## config.mk

```make
export PLATFORM = sky130hd
export DESIGN_NAME = branch_pred_ctrl
export DESIGN_NICKNAME = d
export VERILOG_FILES = /design/src/rtl/pipe_ctrl_pkg.sv /design/src/rtl/bht_bimodal.sv /design/src/rtl/branch_pred_ctrl.sv
export SDC_FILE = /design/constraint.sdc
export NUM_CORES = 1
export LEC_CHECK = 0
export BUFFER_PORTS_ARGS = -buffer_cell sky130_fd_sc_hd__buf_2
export CAP_MARGIN = 20
export CORE_MARGIN = 1.5
export CORE_UTILIZATION = 56
export DETAILED_ROUTE_END_ITERATION = 8
export PLACE_DENSITY = 0.78
export SYNTH_ARGS = -nofsm -noshare
export SYNTH_HDL_FRONTEND = slang
export SYNTH_SLANG_ARGS = --single-unit
```

## constraint.sdc

```tcl
create_clock -name clk -period 6 [get_ports clk]
set_input_delay 0.9 -clock clk [delete_from_list [all_inputs] [get_ports clk]]
set_output_delay 0.9 -clock clk [all_outputs]
set_load 0.05 [all_outputs]
```

## src/rtl/pipe_ctrl_pkg.sv

```systemverilog
// Shared encodings for the EX-stage control-transfer resolver and its branch predictor.
package pipe_ctrl_pkg;

  localparam logic [6:0] OPC_BRANCH = 7'b1100011;
  localparam logic [6:0] OPC_JAL    = 7'b1101111;
  localparam logic [6:0] OPC_JALR   = 7'b1100111;

  localparam logic [2:0] F3_BEQ  = 3'b000;
  localparam logic [2:0] F3_BNE  = 3'b001;
  localparam logic [2:0] F3_BLT  = 3'b100;
  localparam logic [2:0] F3_BGE  = 3'b101;
  localparam logic [2:0] F3_BLTU = 3'b110;
  localparam logic [2:0] F3_BGEU = 3'b111;

  localparam logic [1:0] PCSRC_SEQ    = 2'b00;
  localparam logic [1:0] PCSRC_PRED   = 2'b01;
  localparam logic [1:0] PCSRC_EX_TGT = 2'b10;
  localparam logic [1:0] PCSRC_EX_SEQ = 2'b11;

  typedef enum logic [0:0] {
    ST_NORMAL  = 1'b0,
    ST_RECOVER = 1'b1
  } rec_state_e;

  // Two-bit saturating counter step.
  function automatic logic [1:0] ctr_next(input logic [1:0] ctr, input logic taken);
    logic [1:0] nxt;
    nxt = ctr;
    if (taken && (ctr != 2'b11)) nxt = ctr + 2'(1);
    if (!taken && (ctr != 2'b00)) nxt = ctr - 2'(1);
    return nxt;
  endfunction

endpackage

```

## src/rtl/bht_bimodal.sv

```systemverilog
// Bimodal branch-history table: 2-bit counters, one combinational read, one saturating update.
module bht_bimodal
  import pipe_ctrl_pkg::*;
#(
  parameter int unsigned ENTRIES  = 64,
  parameter logic [1:0]  CTR_INIT = 2'b01,
  localparam int unsigned IDX_W   = $clog2(ENTRIES)
) (
  input  logic             clk,
  input  logic             rst_n,
  input  logic [IDX_W-1:0] rd_idx,
  output logic [1:0]       rd_ctr_c,
  input  logic             upd_en,
  input  logic [IDX_W-1:0] upd_idx,
  input  logic             upd_taken
);

  logic [1:0] ctr_q [ENTRIES];
  logic [1:0] ctr_d [ENTRIES];

  // Read returns the pre-update value; a same-cycle write is not bypassed.
  assign rd_ctr_c = ctr_q[rd_idx];

  // Next-state of the counter array: only the addressed entry moves.
  always_comb begin
    ctr_d = ctr_q;
    if (upd_en) ctr_d[upd_idx] = ctr_next(ctr_q[upd_idx], upd_taken);
  end

  // Counter storage.
  always_ff @(posedge clk or negedge rst_n) begin
    if (!rst_n) begin
      for (int i = 0; i < int'(ENTRIES); i++) ctr_q[i] <= CTR_INIT;
    end else begin
      ctr_q <= ctr_d;
    end
  end

endmodule

```

## src/rtl/branch_pred_ctrl.sv

```systemverilog
// PC-source controller: resolves RV32I control transfers in EX, predicts in IF,
// redirects/flushes on mispredict, suppresses prediction after a redirect, keeps stats.
module branch_pred_ctrl
  import pipe_ctrl_pkg::*;
#(
  parameter int unsigned XLEN           = 32,
  parameter int unsigned BHT_ENTRIES    = 64,
  parameter logic [1:0]  CTR_INIT       = 2'b01,
  parameter int unsigned PREDICT_MODE   = 1,
  parameter int unsigned RECOVER_CYCLES = 2,
  parameter int unsigned CNT_W          = 16
) (
  input  logic             clk,
  input  logic             rst,
  input  logic [XLEN-1:0]  if_pc,
  output logic             if_pred_taken,
  input  logic             ex_valid,
  input  logic             ex_stall,
  input  logic [6:0]       ex_opcode,
  input  logic [2:0]       ex_funct3,
  input  logic [XLEN-1:0]  ex_pc,
  input  logic             ex_pred_taken,
  input  logic             ex_zero,
  input  logic             ex_lt,
  input  logic             ex_ltu,
  output logic [1:0]       pc_src,
  output logic             flush_if_id,
  output logic             flush_id_ex,
  output logic             illegal_branch,
  output logic [CNT_W-1:0] branch_count,
  output logic [CNT_W-1:0] mispredict_count
);

  localparam int unsigned IDX_W   = $clog2(BHT_ENTRIES);
  localparam int unsigned REC_W   = $clog2(RECOVER_CYCLES + 1);
  localparam logic        PRED_EN = (PREDICT_MODE == 32'd1);

  rec_state_e       state_q, state_d;
  logic [REC_W-1:0] rec_cnt_q, rec_cnt_d;
  logic [CNT_W-1:0] br_cnt_q, br_cnt_d;
  logic [CNT_W-1:0] mp_cnt_q, mp_cnt_d;

  logic       res_c, is_br_c, is_jal_c, is_jalr_c;
  logic       act_c, br_illegal_c;
  logic       redir_tgt_c, redir_seq_c, redirect_c;
  logic       bht_upd_c;
  logic [1:0] rd_ctr_c;
  logic       unused_pc;

  assign unused_pc = ^{if_pc[XLEN-1:IDX_W+2], if_pc[1:0], ex_pc[XLEN-1:IDX_W+2], ex_pc[1:0]};

  assign res_c     = ex_valid && !ex_stall;
  assign is_br_c   = (ex_opcode == OPC_BRANCH);
  assign is_jal_c  = (ex_opcode == OPC_JAL);
  assign is_jalr_c = (ex_opcode == OPC_JALR);

  // Actual outcome from the compare flags; funct3 010/011 is not a branch.
  always_comb begin
    act_c        = 1'b0;
    br_illegal_c = 1'b0;
    if (is_br_c) begin
      case (ex_funct3)
        F3_BEQ:  act_c = ex_zero;
        F3_BNE:  act_c = !ex_zero;
        F3_BLT:  act_c = ex_lt;
        F3_BGE:  act_c = !ex_lt;
        F3_BLTU: act_c = ex_ltu;
        F3_BGEU: act_c = !ex_ltu;
        default: br_illegal_c = 1'b1;
      endcase
    end else if (is_jal_c || is_jalr_c) begin
      act_c = 1'b1;
    end
  end

  // JALR target is never predicted, so it always redirects; wrong-way predictions redirect too.
  assign redir_tgt_c = res_c && (is_jalr_c || ((is_br_c || is_jal_c) && act_c && !ex_pred_taken));
  assign redir_seq_c = res_c && !act_c && ex_pred_taken;
  assign redirect_c  = redir_tgt_c || redir_seq_c;

  assign bht_upd_c = res_c && is_br_c && !br_illegal_c && PRED_EN;

  bht_bimodal #(
    .ENTRIES  (BHT_ENTRIES),
    .CTR_INIT (CTR_INIT)
  ) u_bht (
    .clk       (clk),
    .rst_n     (rst),
    .rd_idx    (if_pc[IDX_W+1:2]),
    .rd_ctr_c  (rd_ctr_c),
    .upd_en    (bht_upd_c),
    .upd_idx   (ex_pc[IDX_W+1:2]),
    .upd_taken (act_c)
  );

  assign if_pred_taken = rd_ctr_c[1] && (state_q == ST_NORMAL) && PRED_EN;

  // PC select: EX redirect beats the IF prediction.
  always_comb begin
    pc_src = PCSRC_SEQ;
    if (redir_tgt_c)        pc_src = PCSRC_EX_TGT;
    else if (redir_seq_c)   pc_src = PCSRC_EX_SEQ;
    else if (if_pred_taken) pc_src = PCSRC_PRED;
  end

  assign flush_if_id    = redirect_c;
  assign flush_id_ex    = redirect_c;
  assign illegal_branch = res_c && br_illegal_c;

  // Recovery FSM next state: a redirect (re)loads the suppression window.
  always_comb begin
    state_d   = state_q;
    rec_cnt_d = rec_cnt_q;
    case (state_q)
      ST_NORMAL: begin
        if (redirect_c) begin
          state_d   = ST_RECOVER;
          rec_cnt_d = REC_W'(RECOVER_CYCLES);
        end
      end
      ST_RECOVER: begin
        if (redirect_c) begin
          rec_cnt_d = REC_W'(RECOVER_CYCLES);
        end else if (rec_cnt_q == REC_W'(1)) begin
          state_d   = ST_NORMAL;
          rec_cnt_d = '0;
        end else begin
          rec_cnt_d = rec_cnt_q - REC_W'(1);
        end
      end
      default: begin
        state_d   = ST_NORMAL;
        rec_cnt_d = '0;
      end
    endcase
  end

  // Saturating statistics next values.
  always_comb begin
    br_cnt_d = br_cnt_q;
    mp_cnt_d = mp_cnt_q;
    if (res_c && (is_br_c || is_jal_c || is_jalr_c) && (br_cnt_q != '1)) br_cnt_d = br_cnt_q + CNT_W'(1);
    if (redirect_c && (mp_cnt_q != '1)) mp_cnt_d = mp_cnt_q + CNT_W'(1);
  end

  // State and statistics registers.
  always_ff @(posedge clk or negedge rst) begin
    if (!rst) begin
      state_q   <= ST_NORMAL;
      rec_cnt_q <= '0;
      br_cnt_q  <= '0;
      mp_cnt_q  <= '0;
    end else begin
      state_q   <= state_d;
      rec_cnt_q <= rec_cnt_d;
      br_cnt_q  <= br_cnt_d;
      mp_cnt_q  <= mp_cnt_d;
    end
  end

  assign branch_count     = br_cnt_q;
  assign mispredict_count = mp_cnt_q;

endmodule

```

### After elaboration in Yosys (flattened, before gate mapping)

Cells that the tools add are included.

| storage, ports and cells | value |
|---|---|
| output and inout port bits | 38 |
| word-level logic and storage cells | 151 |
| register bits after elaboration | 163 |
| bits of input ports | 82 |

| operators by class | value |
|---|---|
| add/sub/neg operators | 5 |
| bitwise logic cells | 3 |
| order comparisons | 3 |
| reduce and logical (&&, ||, !) cells | 31 |
| equal/unequal tests | 13 |
| muxes and demuxes | 28 |

Operator list:

| cell | number |
|---|---|
| 128-bit bitwise mux | 1 |
| 16-bit by 1-bit adder with 16-bit output, second input constant | 2 |
| 16-bit != test, second input constant | 2 |
| 2-bit two-way mux | 13 |
| 2-bit binary-select mux with 6-bit select | 2 |
| 7-bit equality test, second input constant | 3 |
| 1-bit logical AND | 16 |
| 7-bit >= comparator, second input constant | 2 |
| 6-bit inverter with 7-bit output | 2 |
| 2-bit demux with 6-bit select | 1 |
| 3-bit equality test, second input constant | 4 |
| 1-bit two-way mux | 8 |
| 1-bit logical NOT | 7 |
| 7-bit by 1-bit less-than comparator with 1-bit output, second input constant | 1 |
| 1-bit case mux with 6 select lines | 1 |
| 6-bit OR reduction | 1 |
| 1-bit logical OR | 5 |
| 2-bit != test, second input constant | 2 |
| 2-bit case mux with 2 select lines | 1 |
| 2-bit by 1-bit subtractor with 2-bit output, second input constant | 2 |
| 3-bit by 1-bit equality test with 1-bit output, second input constant | 1 |
| 3-bit logical NOT | 1 |
| 2-bit by 1-bit adder with 2-bit output, second input constant | 1 |
| 2-bit by 1-bit equality test with 1-bit output, second input constant | 1 |
| 3 further kinds | 3 |

### Longest topological paths before layout

Gate-level depths: netlist of run 1.

| logic depth | value |
|---|---|
| word-level depth | 11 |
| gate-level depth with buffers | 17 |
| gate-level depth less buffers | 11 |

### Cells and area by module

A second synthesis of run 1 with hierarchy kept.

| second synthesis, totals | value |
|---|---|
| cells, all modules | 1060 |
| area, all modules | 10364.9 um^2 |

By module, submodules not included:

| module | seq. area each (um^2) | instances | area an instance (um^2) | cells an instance |
|---|---|---|---|---|
| bht_bimodal | 3283.1 | 1 | 8439.3 | 867 |
| branch_pred_ctrl | 875.8 | 1 | 1925.6 | 193 |

### Worst setup path before layout of run 1

No wires, ideal clock.

| timing | value |
|---|---|
| path kind | input-to-output |
| start point | input port if_pc[3] |
| end point | output port pc_src[0] |
| required time | 5.100 ns |
| cell stages on the path | 8 |
| arrival time | 3.756 ns |
| setup slack | 1.344 ns |
| cells stage by stage | clkbuf_1 > buf_1 > mux4_2 > nor2b_1 > a211oi_1 > nor4b_1 > a22o_1 > a2bb2oi_1 |

| on the way | value |
|---|---|
| longest elaborated chain between the ends | 8 |

RTL lines:

| element | line | source |
|---|---|---|
| from (decl) | branch_pred_ctrl.sv:15 | `input logic [XLEN-1:0] if_pc,` |
| 6-bit inverter with 7-bit output (implied by the code) | bht_bimodal.sv:22 | `assign rd_ctr_c = ctr_q[rd_idx];` |
| 2-bit binary-select mux with 6-bit select | bht_bimodal.sv:22 |  |
| 2-bit two-way mux (implied by the code) (2 in series) | bht_bimodal.sv:22 |  |
| 1-bit logical AND | branch_pred_ctrl.sv:96 | `assign if_pred_taken = rd_ctr_c[1] && (state_q == ST_NORMAL) && PRED_EN;` |
| via if_pred_taken | branch_pred_ctrl.sv:16 | `output logic if_pred_taken,` |
| 1-bit two-way mux | branch_pred_ctrl.sv:103 | `else if (if_pred_taken) pc_src = PCSRC_PRED;` |
| 2-bit two-way mux | branch_pred_ctrl.sv:102 | `else if (redir_seq_c) pc_src = PCSRC_EX_SEQ;` |
| 2-bit two-way mux | branch_pred_ctrl.sv:101 | `if (redir_tgt_c) pc_src = PCSRC_EX_TGT;` |
| to (decl) | branch_pred_ctrl.sv:26 | `output logic [1:0] pc_src,` |

The timed path passes the listed nets, and every way through them passes these cells. The select of a mux whose other input is x is not followed.

### Final worst setup path of run 1

| timing | value |
|---|---|
| start point | input port ex_pc[3] |
| end point | register u_bht.ctr_q[126] in the netlist's numbering |

| on the way | value |
|---|---|
| longest elaborated chain between the ends | 10 |
| elaborated cells on any way between the ends | 19 |
| classes of those cells | add/sub (2); order compare (2); eq/ne (1); mux (9); bitwise (1); reduce/logical (4) |

RTL lines:

| element | line | source |
|---|---|---|
| from (decl) | branch_pred_ctrl.sv:21 | `input logic [XLEN-1:0] ex_pc,` |
| 6-bit inverter with 7-bit output (implied by the code) (*) | bht_bimodal.sv:27 | `if (upd_en) ctr_d[upd_idx] = ctr_next(ctr_q[upd_idx], upd_taken);` |
| parallel branches: the longest is 8 deep, another holds 2-bit by 1-bit adder with 2-bit output | - |  |
| 128-bit bitwise mux (*) | bht_bimodal.sv:27 |  |
| to (signal assigned) | bht_bimodal.sv:35 | `ctr_q <= ctr_d;` |
| to (decl) | bht_bimodal.sv:18 | `logic [1:0] ctr_q [ENTRIES];` |

Every way passes the cells marked *. The select of a mux whose other input is x is not followed.
A chain may end at the register's enable or synchronous reset.

==> metrics.csv, run 1 <==
stage,metric,value,unit
synthesis,Syn Area/Cell,10.3,um2
sta,fmax,0.223,GHz
critical_path,reg-to-reg endpoint,u_bht.ctr_q[126]$_DFFE_PN1P_,
synthesis,sequential area share after synthesis,0.468,
grt,All-Layer GR Usage,0.282,
cells_and_area,layout cells sized above 1,0.312,
synthesis,Post-Syn Area,8880,um2
cells_and_area,ant diodes,0,
critical_path,Setup crit start,ex_pc[3],
run,MaxCap Viol Count,0,
cells_and_area,layout net count,996,
clocking,clk sink count,163,
clocking,CTS tree,built,
sta,final period utilization,0.747,
critical_path,Crit Path Class,in2reg,
power,peak supply drop,0.205,mV
grt,GRT overflow,0,
grt,vias in the first global route,6858,
clocking,H-Tree Depth,4,
placed_design,global placement routability congestion,0.867,
route,wire length per cell,19.4,um
clocking,root buf cell,clkbuf_16,
clocking,worst-case clock buffer depth,2,
synthesis,Yosys reg bits,163,
floorplan,Core ar.,15400,um2
sta,Final Critical Period,4.48,ns
clocking,CTS Hold Bufs,0,
power,leakage,4.24,nW
clocking,CTS Buf Count,17,
floorplan,Die Y,129,um
synthesis,Synth cell types,69,
critical_path,kind of end point of the critical path,flip-flop,
sta,Rel. slew slack,0.227,
route,DRC violations left,0,
cells_and_area,area delta synth->final,12.0,%
sta,Final setup viols,0,
power,Pwr Density,270,nW/um2
floorplan,die area,16600,um2
clocking,Resized cells post-CTS,0,
route,post-route ant nets,0,
min_path,Hold Path Class,in2async,
sta,Final Skew,0.00777,ns
sta,RSZ-0062 raised after global routing,false,
critical_path,CP arrival,4.82,ns
route,DR vias,6948,
sta,Worst Tran Pin Value,1.15,ns
placed_design,post-DP HPWL,14300,um
floorplan,Std-Cell Rows,45,
critical_path,Reg2Reg Launch Point,u_bht.ctr_q[88]$_DFFE_PN1P_,
route,Via density,6.13,
critical_path,crit path to,u_bht.ctr_q[126]$_DFFE_PN1P_,
grt,largest net degree at the start of global routing,114,
synthesis,syn nets,948,
synthesis,Synth async-reset ratio,1.00,
route,Starting DRT DRC Count,529,
sta,Final Max Tran Viols,0,
synthesis,Synth Flop Type,dfrtp_1,
floorplan,Ports,120,
placed_design,number of port buffers,67,
outcome,outcome,"complete, no violations",
synthesis,number of synthesized flops with an enable pin,0,
clocking,postcts setup bufs,0,
power,final total power,2.69,mW
synthesis,Synth Warn #,0,
placed_design,Post-Place Worst Slack,1.15,ns
sta,Final Hold Violating Endpoints,0,
floorplan,initial cell density of the core,0.578,
critical_path,number of cells on the worst reg-to-reg path,12,
route,DRT Pass-1 Iters,5,
critical_path,"critical path fanouts, max",64,
clocking,worst skew pair latency,0.43,ns
grt,global-route wire length before repair,35800,um
critical_path,Worst EP required,6.34,ns
route,total wire length,21900,um
sta,Setup TNS Final,0,ns
synthesis,Post-Syn Instances,861,
grt,initial antenna violation count,0,
critical_path,Register-to-Register Setup Slack,2.43,ns
floorplan,chip width,129,um
clocking,clk slew on worst S/H paths,0.06,ns
critical_path,CP Launch Type,primary input,
sta,Final WS setup,1.52,ns
==> per-layer routing <==
metal	global-route usage	vias up	routed length [um]
li1	-	3200	-
met1	0.371	3363	9200
met2	0.450	327	10200
met3	0.0599	58	1870
met4	0.131	0	700
met5	0	-	0
==> Yosys cell counts (all sizes together) (3+ instances only) <==
cell     count  area share
a2111oi      3      0.0031
a211oi       7      0.0059
a21oi       26       0.015
a221o        3      0.0034
a221oi      11       0.012
a22oi        3      0.0025
a311oi       5      0.0049
a31oi       18       0.013
and2         9      0.0063
and3        15       0.011
buf         31       0.025
clkbuf      25       0.011
dfrtp       99        0.28
dfstp       64        0.19
ha           5      0.0070
inv         14      0.0059
mux2        27       0.035
mux2i       17       0.020
mux4        28       0.071
nand2      190       0.080
nand2b       6      0.0042
nand3       17      0.0096
nand4        6      0.0042
nor2        23      0.0097
nor2b       16       0.011
nor3        10      0.0056
nor3b        3      0.0025
nor4         6      0.0059
o211ai       8      0.0068
o21ai      102       0.078
o2bb2ai      4      0.0039
xnor2       16       0.016
xor2        15       0.017
==> worst max-delay path: stages <==
cell	delay (ns)
buf_2	0.47
buf_4	0.42
mux4_2	0.54
or2_0	0.21
a221oi_1	0.41
a211o_1	0.20
and3_1	0.19
inv_1	0.05
ha_1	0.18
nor3b_1	0.17
nor2_1	0.27
xor2_4	0.19
buf_12	0.39
o21ai_0	0.18
==> state kept, by name, indices dropped and copies added (netlist names) <==
register and count:
branch_count 16, mispredict_count 16, rec_cnt_q 2, state_q 1
u_bht.ctr_q 128
==> metrics by stage <==
| stage | cell area [um2] | cells | hold slack [ns] | utilization |
|---|---|---|---|---|
| after global routing | 9940 | 1133 | 0.268 | 0.647 |
| after global placement | 9310 | 1100 | 0.448 | 0.606 |
| after CTS | 9920 | 1132 | 0.462 | 0.645 |
| final | 9940 | 1133 | 0.270 | 0.647 |
| after detailed placement | 9310 | 1100 | 0.454 | 0.606 |
| after floorplan | 8880 | 861 | 0.442 | - |
==> layout by cell type (no fill, tap or decap), types with 9 or more instances in the layout <==
cell type,n
a31oi_1,18
nand2_1,190
nor2b_1,16
o21ai_2,48
and3_1,15
dfstp_2,64
buf_4,16
a221oi_1,10
o21ai_0,43
nor3_1,9
nand3_1,17
xnor2_1,16
xor2_1,14
buf_2,66
clkbuf_16,17
inv_1,13
mux2i_1,16
o21ai_1,11
nor2_1,23
mux2_2,25
a21oi_1,26
dfrtp_1,99
mux4_2,28
==> cell type report <==
type	count	area [um2]
Timing Repair Buffer	85	509
Multi-Input combinational cell	626	4350
Inverter	16	60.1
Sequential cell	163	4160
Tap cell	211	264
Fill cell	1227	5430
Clock inverter	11	163
Clock buffer	21	440
==> worst min-delay path by stage <==
stage	slack [ns]	end	from
3_5_place_dp	0.45	u_bht.ctr_q[98]$_DFFE_PN1P_	u_bht.ctr_q[98]$_DFFE_PN1P_
3_3_place_gp	0.45	u_bht.ctr_q[92]$_DFFE_PN1P_	u_bht.ctr_q[92]$_DFFE_PN1P_
5_1_grt	0.27	mispredict_count[3]$_DFFE_PN0P_	rst
6_report	0.27	mispredict_count[0]$_DFFE_PN0P_	rst
2_1_floorplan	0.44	u_bht.ctr_q[88]$_DFFE_PN1P_	u_bht.ctr_q[88]$_DFFE_PN1P_
4_1_cts	0.46	u_bht.ctr_q[98]$_DFFE_PN1P_	u_bht.ctr_q[98]$_DFFE_PN1P_
==> kinds of logic after synthesis <==
logic type	synth area share
buffers and inverters	0.0426
multiplexers	0.125
AO/OA/AOI/OAI	0.165
flip-flops	0.468
XOR/XNOR	0.0327
adder cells (fa/ha/maj)	0.00705
AND/OR/NAND/NOR	0.159
==> report_power, final <==
part	total, mW	internal [mW]	switching (mW)
registers	1.16	1.13	0.0302
clock network	1.12	0.692	0.430
logic	0.403	0.102	0.301
Note: power is estimated with default switching activity, not from simulation.
==> run 2, diff against run 1 <==
CORE_UTILIZATION = 53   (was 56)
PLACE_DENSITY = 0.77   (was 0.78)
clock period = 3.7 ns   (was 6 ns; I/O delays follow)
==> run 2 against run 1 <==
Combinational power up 100%. Utilization down 0.67 points. Critical endpoint is now u_bht.ctr_q[118]$_DFFE_PN1P_. Global-route usage down 0.53 points. Register-to-register slack worse by 2.2 ns. Largest power group is now clock. First-iteration DRC count up 23%. Die area up 5.5%. Worst hold slack worse by 0.0056 ns. Clock power up 75%. Sequential share of layout area down 2.4 points. Critical path depth up 3.
==> metrics.csv, run 2 (same netlist as run 1, synthesis figures left out) <==
stage,metric,value,unit,change
grt,initial antenna violation count,1,,was 0
route,DRC violations left,0,,unchanged
grt,largest net degree at the start of global routing,111,,was 114
cells_and_area,"commonest non-fill, non-tap cell in the layout",nand2_1,,unchanged
cells_and_area,layout cells sized above 1,0.359,,was 0.312
floorplan,initial cell density of the core,0.539,,was 0.578
sta,RSZ-0062 raised after global routing,false,,unchanged
power,sequential power share,0.404,,was 0.432
power,Clk pwr share,0.421,,was 0.418
placed_design,placed instance area,9880,um2,was 9310 um2
cells_and_area,Final Core Density,0.640,,was 0.647
clocking,worst-case clock buffer depth,2,,unchanged
critical_path,CP arrival,3.94,ns,was 4.82 ns
cells_and_area,max reg flops,128,,unchanged
grt,GRT overflow,0,,unchanged
critical_path,Crit Path Class,in2reg,,unchanged
floorplan,chip width,132,um,was 129 um
clocking,Resized cells post-CTS,0,,unchanged
route,uppermost layer routed,met5,,was met4
power,combinational group share of total power,0.175,,was 0.150
outcome,outcome,"complete, no violations",,unchanged
grt,global-route wire length before repair,37600,um,was 35800 um
placed_design,post-DP HPWL,16100,um,was 14300 um
route,DRT Pass-1 Iters,5,,unchanged
power,peak supply drop,0.322,mV,was 0.205 mV
sta,final period utilization,0.967,,
floorplan,Die Y,132,um,was 129 um
run,MaxCap Viol Count,0,,unchanged
cells_and_area,Top reg by flops,u_bht.ctr_q,,unchanged
power,leakage,4.58,nW,was 4.24 nW
power,Psw,1.31,mW,was 0.761 mW
route,wire length per cell,19.2,um,was 19.4 um
sta,Final Hold Violating Endpoints,0,,unchanged
cells_and_area,most frequent cells in the layout,"nand2_1, dfrtp_1, buf_4",,"was nand2_1, dfrtp_1, buf_2"
critical_path,Worst EP required,4.06,ns,was 6.34 ns
power,final total power,4.64,mW,was 2.69 mW
route,Via density,6.03,,was 6.13
min_path,Hold Path Class,in2async,,unchanged
clocking,H-Tree Depth,4,,unchanged
sta,Final Critical Period,3.58,ns,
cells_and_area,design area,10500,um2,was 9940 um2
sta,Final WS setup,0.122,ns,was 1.52 ns
placed_design,Post-Place Worst Slack,-0.341,ns,was 1.15 ns
cells_and_area,layout net count,1057,,was 996
cells_and_area,area delta synth->final,18.7,%,was 12.0%
route,met3 WL,1650,um,was 1870 um
clocking,postcts setup bufs,0,,unchanged
sta,Rel. slew slack,0.330,,was 0.227
cells_and_area,ant diodes,0,,unchanged
floorplan,die area,17500,um2,was 16600 um2
grt,vias in the first global route,7106,,was 6858
route,post-route ant nets,0,,unchanged
sta,fmax,0.279,GHz,
clocking,clk sink count,163,,unchanged
route,WL met2,11200,um,was 10200 um
clocking,CTS tree,built,,unchanged
critical_path,kind of end point of the critical path,flip-flop,,unchanged
critical_path,CP Launch Type,primary input,,unchanged
sta,Final Max Tran Viols,0,,unchanged
clocking,CTS Hold Bufs,0,,unchanged
power,P_int,3.34,mW,was 1.92 mW
sta,Final Skew,0.00723,ns,was 0.00777 ns
route,Starting DRT DRC Count,650,,was 529
placed_design,global placement routability congestion,0.913,,was 0.867
clocking,root buf cell,clkbuf_16,,unchanged
power,Switching Fraction,0.281,,was 0.284
clocking,worst skew pair latency,0.43,ns,about the same
floorplan,Ports,120,,unchanged
route,total wire length,23100,um,was 21900 um
floorplan,Core ar.,16500,um2,was 15400 um2
critical_path,reg-to-reg endpoint,u_bht.ctr_q[118]$_DFFE_PN1P_,,was u_bht.ctr_q[126]$_DFFE_PN1P_
critical_path,Setup crit start,ex_pc[3],,unchanged
critical_path,Register-to-Register Setup Slack,0.19,ns,was 2.43 ns
power,Pwr Density,441,nW/um2,was 270 nW/um2
route,DR vias,7258,,was 6948
placed_design,number of port buffers,67,,unchanged
critical_path,number of cells on the worst reg-to-reg path,15,,was 12
critical_path,Reg2Reg Launch Point,u_bht.ctr_q[90]$_DFFE_PN1P_,,was u_bht.ctr_q[88]$_DFFE_PN1P_
route,met1 wire length,9550,um,was 9200 um
clocking,clk slew on worst S/H paths,0.07,ns,was 0.06 ns
sta,Worst Tran Pin Value,1.00,ns,was 1.15 ns
sta,Final setup viols,0,,unchanged
critical_path,"critical path fanouts, max",16,,was 64
clocking,CTS Buf Count,17,,unchanged
grt,All-Layer GR Usage,0.277,,was 0.282
floorplan,Std-Cell Rows,47,,was 45
run 2: how the worst max path moves through the flow:
stage                                    to  slack [ns]  cells past startpoint
4_1_cts         u_bht.ctr_q[38]$_DFFE_PN1P_        0.11                     17
5_1_grt         u_bht.ctr_q[10]$_DFFE_PN1P_        0.01                     17
3_3_place_gp     u_bht.ctr_q[6]$_DFFE_PN1P_       -0.30                     17
3_5_place_dp     u_bht.ctr_q[6]$_DFFE_PN1P_       -0.34                     17
2_1_floorplan                     pc_src[0]        0.11                      8
6_report       u_bht.ctr_q[118]$_DFFE_PN1P_        0.12                     17
run 2: worst max-delay path: stages:
cell	delay (ns)
buf_2	0.26
buf_12	0.19
mux4_2	0.32
and2_1	0.17
a211oi_1	0.32
a311oi_1	0.14
nor4_4	0.48
inv_1	0.11
ha_1	0.23
nor3b_1	0.13
buf_4	0.14
nor2_1	0.11
buf_4	0.14
xor2_4	0.20
buf_12	0.19
buf_4	0.16
o21ai_2	0.07
run 2: through the flow:
stage          cells  hold WS [ns]  setup TNS (ns)
4_1_cts         1203         0.314               0
5_1_grt         1203         0.322               0
6_report        1203         0.264               0
2_1_floorplan    861         0.259               0
3_5_place_dp    1171         0.454          -31.22
3_3_place_gp    1171         0.448          -25.54
run 2: layout make-up:
cell class / instances / area [um2]
well taps: 220 / 275
clock inverters: 12 / 204
multi-input cells: 626 / 4360
clock buffers: 20 / 447
fillers: 1311 / 5920
repair buffers: 146 / 1040
flip-flops and latches: 163 / 4160
inverters: 16 / 60.1
run 2: power by group through the flow:
stage	clock network, mW	logic (mW)	registers [mW]
5_1_grt	2.05	0.867	1.88
2_1_floorplan	0	0.391	1.99
4_1_cts	1.97	0.810	1.88
3_5_place_dp	0	0.807	1.91
3_3_place_gp	0	0.793	1.91
6_report	1.96	0.812	1.88
run 2: layer usage:
| metal | vias to the layer above | track usage |
|---|---|---|
| met1 | 3553 | 0.373 |
| met4 | 2 | 0.112 |
| met5 | - | 0 |
| li1 | 3321 | - |
| met2 | 313 | 0.439 |
| met3 | 69 | 0.0609 |
